<file path="config.mk">
export PLATFORM = sky130hd
export DESIGN_NAME = debounce_multi
export DESIGN_NICKNAME = d
export VERILOG_FILES = /design/src/rtl/debounce_multi.sv
export SDC_FILE = /design/constraint.sdc
export NUM_CORES = 1
export LEC_CHECK = 0
export CORE_MARGIN = 2
export CORE_UTILIZATION = 65
export DETAILED_ROUTE_END_ITERATION = 16
export DONT_BUFFER_PORTS = 1
export PLACE_DENSITY = 0.88
export SETUP_SLACK_MARGIN = 0.5
export SYNTH_ARGS = -nofsm -noshare
export SYNTH_HDL_FRONTEND = slang
export SYNTH_SLANG_ARGS = --single-unit
</file>
<file path="constraint.sdc">
create_clock -name clk -period 20.7 [get_ports clk]
set_input_delay 4.14 -clock clk [delete_from_list [all_inputs] [get_ports clk]]
set_output_delay 4.14 -clock clk [all_outputs]
set_load 0.01 [all_outputs]
</file>
<file path="src/rtl/debounce_multi.sv">
// -----------------------------------------------------------------------------
// debounce_multi
//   Multi-channel push-button / switch debouncer. Each channel has its own
//   two-flop synchronizer and a four-state debounce FSM (ZERO, WAIT1, ONE,
//   WAIT0) with a debounce counter. Every channel reports an accepted press
//   (rise_tick), an accepted release (fall_tick), a long press (long_tick) and
//   an auto-repeat while still held (repeat_tick). Channels are independent
//   and share one clock.
//
// Ports
//   clk          in   1    system clock
//   reset        in   1    asynchronous, active-high reset
//   btn          in   NCH  raw asynchronous inputs, 1 = pressed
//   db_level     out  NCH  debounced level, registered
//   rise_tick    out  NCH  one-cycle pulse on accepted press
//   fall_tick    out  NCH  one-cycle pulse on accepted release
//   long_tick    out  NCH  one-cycle pulse once the press has been held
//                          LONG_CYCLES cycles after rise_tick
//   repeat_tick  out  NCH  one-cycle pulse every REPEAT_CYCLES after
//                          long_tick while held (REPEAT_CYCLES = 0 disables)
// -----------------------------------------------------------------------------
module debounce_multi #(
  parameter int NCH           = 5,
  parameter int DB_CYCLES     = 4_000_000,
  parameter int LONG_CYCLES   = 100_000_000,
  parameter int REPEAT_CYCLES = 20_000_000
) (
  input  logic           clk,
  input  logic           reset,
  input  logic [NCH-1:0] btn,
  output logic [NCH-1:0] db_level,
  output logic [NCH-1:0] rise_tick,
  output logic [NCH-1:0] fall_tick,
  output logic [NCH-1:0] long_tick,
  output logic [NCH-1:0] repeat_tick
);

  localparam int DW = $clog2(DB_CYCLES);
  localparam int HW = $clog2(LONG_CYCLES + REPEAT_CYCLES + 1);
  localparam int RW = (REPEAT_CYCLES > 1) ? $clog2(REPEAT_CYCLES) : 1;

  localparam logic [DW-1:0] DB_LOAD   = DW'(DB_CYCLES - 1);
  localparam logic [DW-1:0] D_ONE     = DW'(1'b1);
  localparam logic [HW-1:0] HOLD_LONG = HW'(LONG_CYCLES);
  localparam logic [HW-1:0] H_ONE     = HW'(1'b1);
  localparam logic [RW-1:0] R_ONE     = RW'(1'b1);
  // Last value of the repeat counter before it reloads; unused when repeat is off.
  localparam logic [RW-1:0] REP_LAST  = (REPEAT_CYCLES > 0) ? RW'(REPEAT_CYCLES - 1) : {RW{1'b0}};

  typedef enum logic [1:0] {
    ST_ZERO  = 2'd0,
    ST_WAIT1 = 2'd1,
    ST_ONE   = 2'd2,
    ST_WAIT0 = 2'd3
  } state_t;

  for (genvar ch = 0; ch < NCH; ch++) begin : g_ch
    logic          sync1_r, sync2_r;
    state_t        state_r, state_s;
    logic [DW-1:0] dcnt_r, dcnt_s;
    logic [HW-1:0] hcnt_r, hcnt_s;
    logic [RW-1:0] rcnt_r, rcnt_s;
    logic          level_s, rise_s, fall_s, long_s, rep_s;
    logic          level_r, rise_r, fall_r, long_r, rep_r;

    // Two-flop synchronizer for the raw button input.
    always_ff @(posedge clk or posedge reset) begin
      if (reset) begin
        sync1_r <= 1'b0;
        sync2_r <= 1'b0;
      end else begin
        sync1_r <= btn[ch];
        sync2_r <= sync1_r;
      end
    end

    // State register together with the debounce, hold and repeat counters.
    always_ff @(posedge clk or posedge reset) begin
      if (reset) begin
        state_r <= ST_ZERO;
        dcnt_r  <= {DW{1'b0}};
        hcnt_r  <= {HW{1'b0}};
        rcnt_r  <= {RW{1'b0}};
      end else begin
        state_r <= state_s;
        dcnt_r  <= dcnt_s;
        hcnt_r  <= hcnt_s;
        rcnt_r  <= rcnt_s;
      end
    end

    // Next-state logic: an edge is accepted only after DB_CYCLES stable samples.
    always_comb begin
      state_s = state_r;
      dcnt_s  = dcnt_r;
      case (state_r)
        ST_ZERO: begin
          if (sync2_r) begin
            state_s = ST_WAIT1;
            dcnt_s  = DB_LOAD;
          end else begin
            state_s = ST_ZERO;
          end
        end
        ST_WAIT1: begin
          if (!sync2_r) begin
            state_s = ST_ZERO;
          end else if (dcnt_r != {DW{1'b0}}) begin
            dcnt_s = dcnt_r - D_ONE;
          end else begin
            state_s = ST_ONE;
          end
        end
        ST_ONE: begin
          if (!sync2_r) begin
            state_s = ST_WAIT0;
            dcnt_s  = DB_LOAD;
          end else begin
            state_s = ST_ONE;
          end
        end
        ST_WAIT0: begin
          if (sync2_r) begin
            state_s = ST_ONE;
          end else if (dcnt_r != {DW{1'b0}}) begin
            dcnt_s = dcnt_r - D_ONE;
          end else begin
            state_s = ST_ZERO;
          end
        end
        default: begin
          state_s = ST_ZERO;
          dcnt_s  = {DW{1'b0}};
        end
      endcase
    end

    // Hold / repeat counting. hcnt saturates at LONG_CYCLES; from then on the
    // separate rcnt paces the repeat pulses. Both stay frozen in WAIT0 so a
    // short release glitch only delays long_tick instead of restarting it.
    always_comb begin
      hcnt_s = hcnt_r;
      rcnt_s = rcnt_r;
      long_s = 1'b0;
      rep_s  = 1'b0;
      if (state_s == ST_ZERO) begin
        hcnt_s = {HW{1'b0}};
        rcnt_s = {RW{1'b0}};
      end else if ((state_r == ST_WAIT1) && (state_s == ST_ONE)) begin
        hcnt_s = {HW{1'b0}};
        rcnt_s = {RW{1'b0}};
      end else if (state_r == ST_ONE) begin
        if (hcnt_r < HOLD_LONG) begin
          hcnt_s = hcnt_r + H_ONE;
          long_s = ((hcnt_r + H_ONE) == HOLD_LONG);
        end else if (REPEAT_CYCLES > 0) begin
          if (rcnt_r == REP_LAST) begin
            rcnt_s = {RW{1'b0}};
            rep_s  = 1'b1;
          end else begin
            rcnt_s = rcnt_r + R_ONE;
          end
        end else begin
          hcnt_s = hcnt_r;
        end
      end else begin
        hcnt_s = hcnt_r;
      end
    end

    // Output decode from the upcoming state so the registered outputs line up with it.
    always_comb begin
      level_s = (state_s == ST_ONE) || (state_s == ST_WAIT0);
      rise_s  = (state_r == ST_WAIT1) && (state_s == ST_ONE);
      fall_s  = (state_r == ST_WAIT0) && (state_s == ST_ZERO);
    end

    // Output registers.
    always_ff @(posedge clk or posedge reset) begin
      if (reset) begin
        level_r <= 1'b0;
        rise_r  <= 1'b0;
        fall_r  <= 1'b0;
        long_r  <= 1'b0;
        rep_r   <= 1'b0;
      end else begin
        level_r <= level_s;
        rise_r  <= rise_s;
        fall_r  <= fall_s;
        long_r  <= long_s;
        rep_r   <= rep_s;
      end
    end

    assign db_level[ch]    = level_r;
    assign rise_tick[ch]   = rise_r;
    assign fall_tick[ch]   = fall_r;
    assign long_tick[ch]   = long_r;
    assign repeat_tick[ch] = rep_r;
  end

endmodule

</file>
==> results of run 1 <==
worst max-delay path: cells and delay by family:
family	cells	cell delay [ns]
buffers and inverters	3	2.14
power by group:
part / internal [uW] / switching, uW / total, uW
registers: 822 / 14.7 / 837
logic: 13.9 / 43.0 / 56.9
clock network: 459 / 320 / 779
total: 1300 / 378 / 1670
synth_stat cells, types with 27 or more instances:
| cell | instances |
|---|---|
| dfrtp_1 | 415 |
| nor4_1 | 55 |
| inv_1 | 45 |
| o21ai_0 | 244 |
| nand4_1 | 74 |
| or4_1 | 27 |
| nand2_1 | 250 |
| nor2_1 | 315 |
| nor2b_1 | 35 |
| nor3_1 | 75 |
| a21oi_1 | 131 |
| xnor2_1 | 77 |
| nand2b_1 | 33 |
| and4_1 | 30 |
| and3_1 | 65 |
| a31oi_1 | 59 |
| xor2_1 | 55 |
| nand3_1 | 132 |
| clkbuf_1 | 105 |
| o21ai_1 | 62 |
| or3_1 | 49 |
| o31ai_1 | 63 |
routing by layer:
layer	track usage	up-vias	share of wire
li1	-	9551	-
met1	0.382	9803	0.44
met2	0.460	623	0.49
met3	0.0342	128	0.048
met4	0.106	0	0.026
met5	0	-	0
registers in the layout (all words and copies together), names as in the netlist:
name and count:
g_ch.level_r 5, g_ch.sync2_r 5, g_ch.fall_r 5, g_ch.rep_r 5
g_ch.long_r 5, g_ch.rise_r 5, g_ch.dcnt_r 110, g_ch.hcnt_r 135
g_ch.rcnt_r 125, g_ch.sync1_r 5, g_ch.state_r 10
area by class of cell:
| cell class | count | area [um2] | area share |
|---|---|---|---|
| Clock buffer | 64 | 1310 | 0.0533 |
| Clock inverter | 9 | 98.8 | 0.00403 |
| Inverter | 50 | 195 | 0.00795 |
| Multi-Input combinational cell | 2069 | 11900 | 0.484 |
| Sequential cell | 415 | 10400 | 0.423 |
| Tap cell | 461 | 577 | 0.0235 |
| Timing Repair Buffer | 15 | 113 | 0.00459 |
logic make-up (layout without fill, tap and decap cells):
logic type,count (synthesis),count (layout),share of synthesized area
xor gates and xnor gates,132,132,0.0500
buffers and inverters,200,138,0.0377
AOI/OAI and AO/OA,665,665,0.170
DFF,415,415,0.449
adders and majority gates,24,24,0.0126
and+or+nand+nor,1238,1238,0.276
muxes,10,10,0.00460
per-stage QoR:
stage                     setup slack [ns]  cells  area (um2)
after floorplan                       5.01   2684       23100
after global placement               14.08   3010       23100
after detailed placement             14.03   3010       23100
after CTS                            14.65   3083       24600
after global routing                 14.29   3083       24600
final                                14.84   3083       24600
worst max path at each step:
stage | from | to | slack (ns) | cells past startpoint
after floorplan | reset | g_ch[0].dcnt_r[0] | 5.01 | 1
after global placement | reset | g_ch[1].dcnt_r[18] | 14.08 | 3
after detailed placement | reset | g_ch[1].dcnt_r[18] | 14.03 | 3
after CTS | reset | g_ch[1].dcnt_r[21] | 14.65 | 3
after global routing | reset | g_ch[1].sync2_r | 14.29 | 3
final | reset | g_ch[1].dcnt_r[21] | 14.84 | 3
==> impl_metrics.ini, run 1 <==
[synth]
yosysTopAreaCell = dfrtp_1
synthesis.area_um2 = 23100
async_flop_share = 1.00
synth_seq_area_share = 0.449
synthTopCellsByArea = dfrtp_1 (45%), o21ai_0 (5.3%), nor2_1 (5.1%)
ys_types = 77
yosys_warnings = 0
synth-edff-count = 0
ys_ff_latch = 415
syn_area_per_cell_um2 = 8.61
synthCells = 2684
syn-num-nets = 2711
ys.flop_type = dfrtp_1
synth_top_cell_area_share = 0.449

[worst_setup_path]
slowest_delay_ns = 0.86
arrival_ns = 6.40
crit_path_end_kind = async pin
r2r_slack_ns = 17.14
start_kind = primary input
rr_startpoint = g_ch[0].dcnt_r[10]
worst_r2r_endpoint = g_ch[0].hcnt_r[25]
path_cells = inv_8, buf_4, buf_4
crit_top_cell = buf_4
reg2reg_depth = 7
critPathKind = in2async
cp_slowest_cell = buf_4
crit_fanout = 128
critPathRequiredTime_ns = 21.25

[sta]
period_share = 0.283
hold_violations = 0
finClkSkew_ns = 0.00887
tightest_slew_ns = 1.19
final_max_slew_viol_count = 0
hold_slack_ns = 0.349
fmaxAchievable_mhz = 171
setup_viol = 0
tns_ns = 0
rsz0062_at_grt = no
max_slew_margin = 0.207
fin_crit_ns = 5.86

[worst_hold_path]
worstHoldEndpoint = g_ch[0].sync2_r
hp-class = reg2reg
worstHoldStart = g_ch[0].sync1_r
whs_path_depth = 0

[drt]
num_vias = 20100
totalWireLength_um = 50800
drc_errors = 0
drt_iter0_markers = 1560
post_drt_wl_per_cell_um = 16.5
routed_via_density = 6.52
dr.pass1.iters = 9
detail-route-antenna-nets = 0

[power]
finalPower_uw = 1670
vdd_drop_max_v = 0.0000692
cellLeakagePower_uw = 0.00959
powerDensity_nw_per_um2 = 68.1

[floorplan]
chipHeight_um = 193
die_area_um2 = 37100
initial_utilization = 0.655
row_count = 69
core_area_um2 = 35300
io_pins = 32
die_w_um = 193

[finish]
fillers = 2594
utilization = 0.695
nets = 2622
area_growth_syn_to_layout_pct = 6.23
layout_common_cells = dfrtp_1 (415), nor2_1 (315), nand2_1 (250)
final_common_cell = dfrtp_1
diodes = 0
drive_above_1_share = 0.0481

[cts]
clk_pin_slew_ns = 0.06
clk_latency_ns = 0.56
post_cts_resized = 0
cts.sink_count = 415
root_buffer = clkbuf_16
htreeDepth = 2
postCtsHoldBufs = 0
clockBufferDepth = 3
cts_buffers = 44
post-cts-setup-buffers = 0
cts_tree = done

[grt]
antenna_found_initial = 0
first_global_vias = 19000
grtUsageTotal = 0.280
gr-total-overflow = 0
grt_max_degree = 129
grt_pass1_wl_um = 87800

[job]
cap_violations = 0

[status]
status = completed

[place]
port_buffers = 0
gp_congestion = 0.904
hpwl_um = 33000
Power figures use the tool's default switching activity.
==> inputs of run 2 (changes only) <==
Clock period 20.7 ns to 5.7 ns, I/O delays scaled along.
==> run 2 against run 1 <==
Effect of this change:
- non-clock buffer count unchanged
- clock power rose to 4.0 times the previous value
- via count rose by 0.69%
- critical path type is now reg2reg
- critical endpoint is now g_ch[1].rcnt_r[23]
- largest cell class unchanged
- highest routed layer unchanged
==> impl_metrics.ini, run 2 (synthesis gave the netlist of run 1 again) <==
[sta]
hold_slack_ns = 0.346
finClkSkew_ns = 0.0186
tightest_slew_ns = 1.13
fin_crit_ns = 3.50
setup_ws_ns = 2.20
rsz0062_at_grt = no
setup_viol = 0
tns_ns = 0
period_share = 0.615
final_max_slew_viol_count = 0
max_slew_margin = 0.245
fmaxAchievable_mhz = 285
hold_violations = 0

[worst_setup_path]
worst_r2r_endpoint = g_ch[1].rcnt_r[23]
worst-path-stages = 8
critPathRequiredTime_ns = 6.17
r2r_slack_ns = 2.20
rr_startpoint = g_ch[1].dcnt_r[0]
path_cells = inv_1, ha_1, or3b_2, nor4_4, a21oi_1, a211o_1, or2_1, o41ai_1
arrival_ns = 3.98
slowest_delay_ns = 0.60
cp_top_family = simple AND/OR/NAND/NOR gates
reg2reg_depth = 8
startpoint = g_ch[1].dcnt_r[0]
cp_slowest_cell = a211o_1
start_kind = flip-flop
critPathBufInv = 1
crit_fanout = 27
crit_path_end_kind = flip-flop
critPathKind = reg2reg

[place]
gp_congestion = 0.883
dpl_cell_area_um2 = 23200
preCtsSetupSlack_ns = 2.29
port_buffers = 0
hpwl_um = 32800

[drt]
dr.pass1.iters = 6
totalWireLength_um = 51200
drc_errors = 0
num_vias = 20200
drt_iter0_markers = 1829
detail-route-antenna-nets = 0
post_drt_wl_per_cell_um = 16.6
routed_via_density = 6.55

[finish]
final_common_cell = dfrtp_1
drive_above_1_share = 0.0506
area_growth_syn_to_layout_pct = 7.20
top_register = g_ch.hcnt_r
nets = 2624
largest_register_ffs = 135
final_area_um2 = 24800
layout_common_cells = dfrtp_1 (415), nor2_1 (315), nand2_1 (250)
reg_top3 = g_ch.hcnt_r (135), g_ch.rcnt_r (125), g_ch.dcnt_r (110)

[floorplan]
core_area_um2 = 35300
row_count = 69
initial_utilization = 0.655
die_area_um2 = 37100
die_w_um = 193
io_pins = 32
chipHeight_um = 193

[cts]
cts_tree = done
post_cts_resized = 0
cts_buffers = 46
clk_pin_slew_ns = 0.06
htreeDepth = 2
root_buffer = clkbuf_16
post-cts-setup-buffers = 0
clk_latency_ns = 0.58
clockBufferDepth = 3
cts.sink_count = 415
postCtsHoldBufs = 0

[grt]
gr-total-overflow = 0
grt_max_degree = 128
antenna_found_initial = 1
grtUsageTotal = 0.280
grt_pass1_wl_um = 87800
first_global_vias = 19000

[status]
status = completed

[worst_hold_path]
hp-class = reg2reg
worstHoldEndpoint = g_ch[2].sync2_r
worstHoldStart = g_ch[2].sync1_r
whs_path_depth = 0

[job]
cap_violations = 0

[power]
vdd_drop_max_v = 0.000252
cellLeakagePower_uw = 0.00969
powerDensity_nw_per_um2 = 257
## run 2: cell types whose count changed in the layout (fill, tap and decap cells not counted), sizes merged
cell / change
bufinv: +4
clkinv: +2
clkinvlp: +2
inv: -2
clkbuf: +1
diode: +1
## run 2: per-stage QoR
stage,util,power [uW],cells
final,0.702,6370,3091
after global routing,0.702,6590,3090
after CTS,0.702,6420,3090
after detailed placement,0.656,3300,3010
after global placement,0.656,3290,3010
after floorplan,-,3240,2684
## run 2: how the worst max path moves through the flow
| stage | to |
|---|---|
| floorplan | g_ch[0].dcnt_r[0] |
| global placement | g_ch[2].hcnt_r[19] |
| detailed placement | g_ch[2].hcnt_r[13] |
| CTS | g_ch[1].rcnt_r[23] |
| global route | g_ch[2].hcnt_r[13] |
| finish | g_ch[1].rcnt_r[23] |
## run 2: area by class of cell
cell class,count,area (um2)
diodes,1,2.50
repair buffers,15,150
clock buffers,65,1370
inverters,50,191
flip-flops and latches,415,10400
fillers,2557,10500
well taps,461,577
clock inverters,15,228
multi-input cells,2069,11900
## run 2: report_power, final
group          internal (uW)  total, uW  switching, uW
Sequential              2990       3040           53.1
Clock                   1930       3120           1190
Combinational           53.1        211            157
## run 2: per-layer routing
layer | global-route usage | up-vias | part of all wire
li1 | - | 9563 | -
met1 | 0.377 | 9864 | 0.43
met2 | 0.463 | 679 | 0.48
met3 | 0.0462 | 137 | 0.056
met4 | 0.0963 | 0 | 0.025
met5 | 0 | - | 0
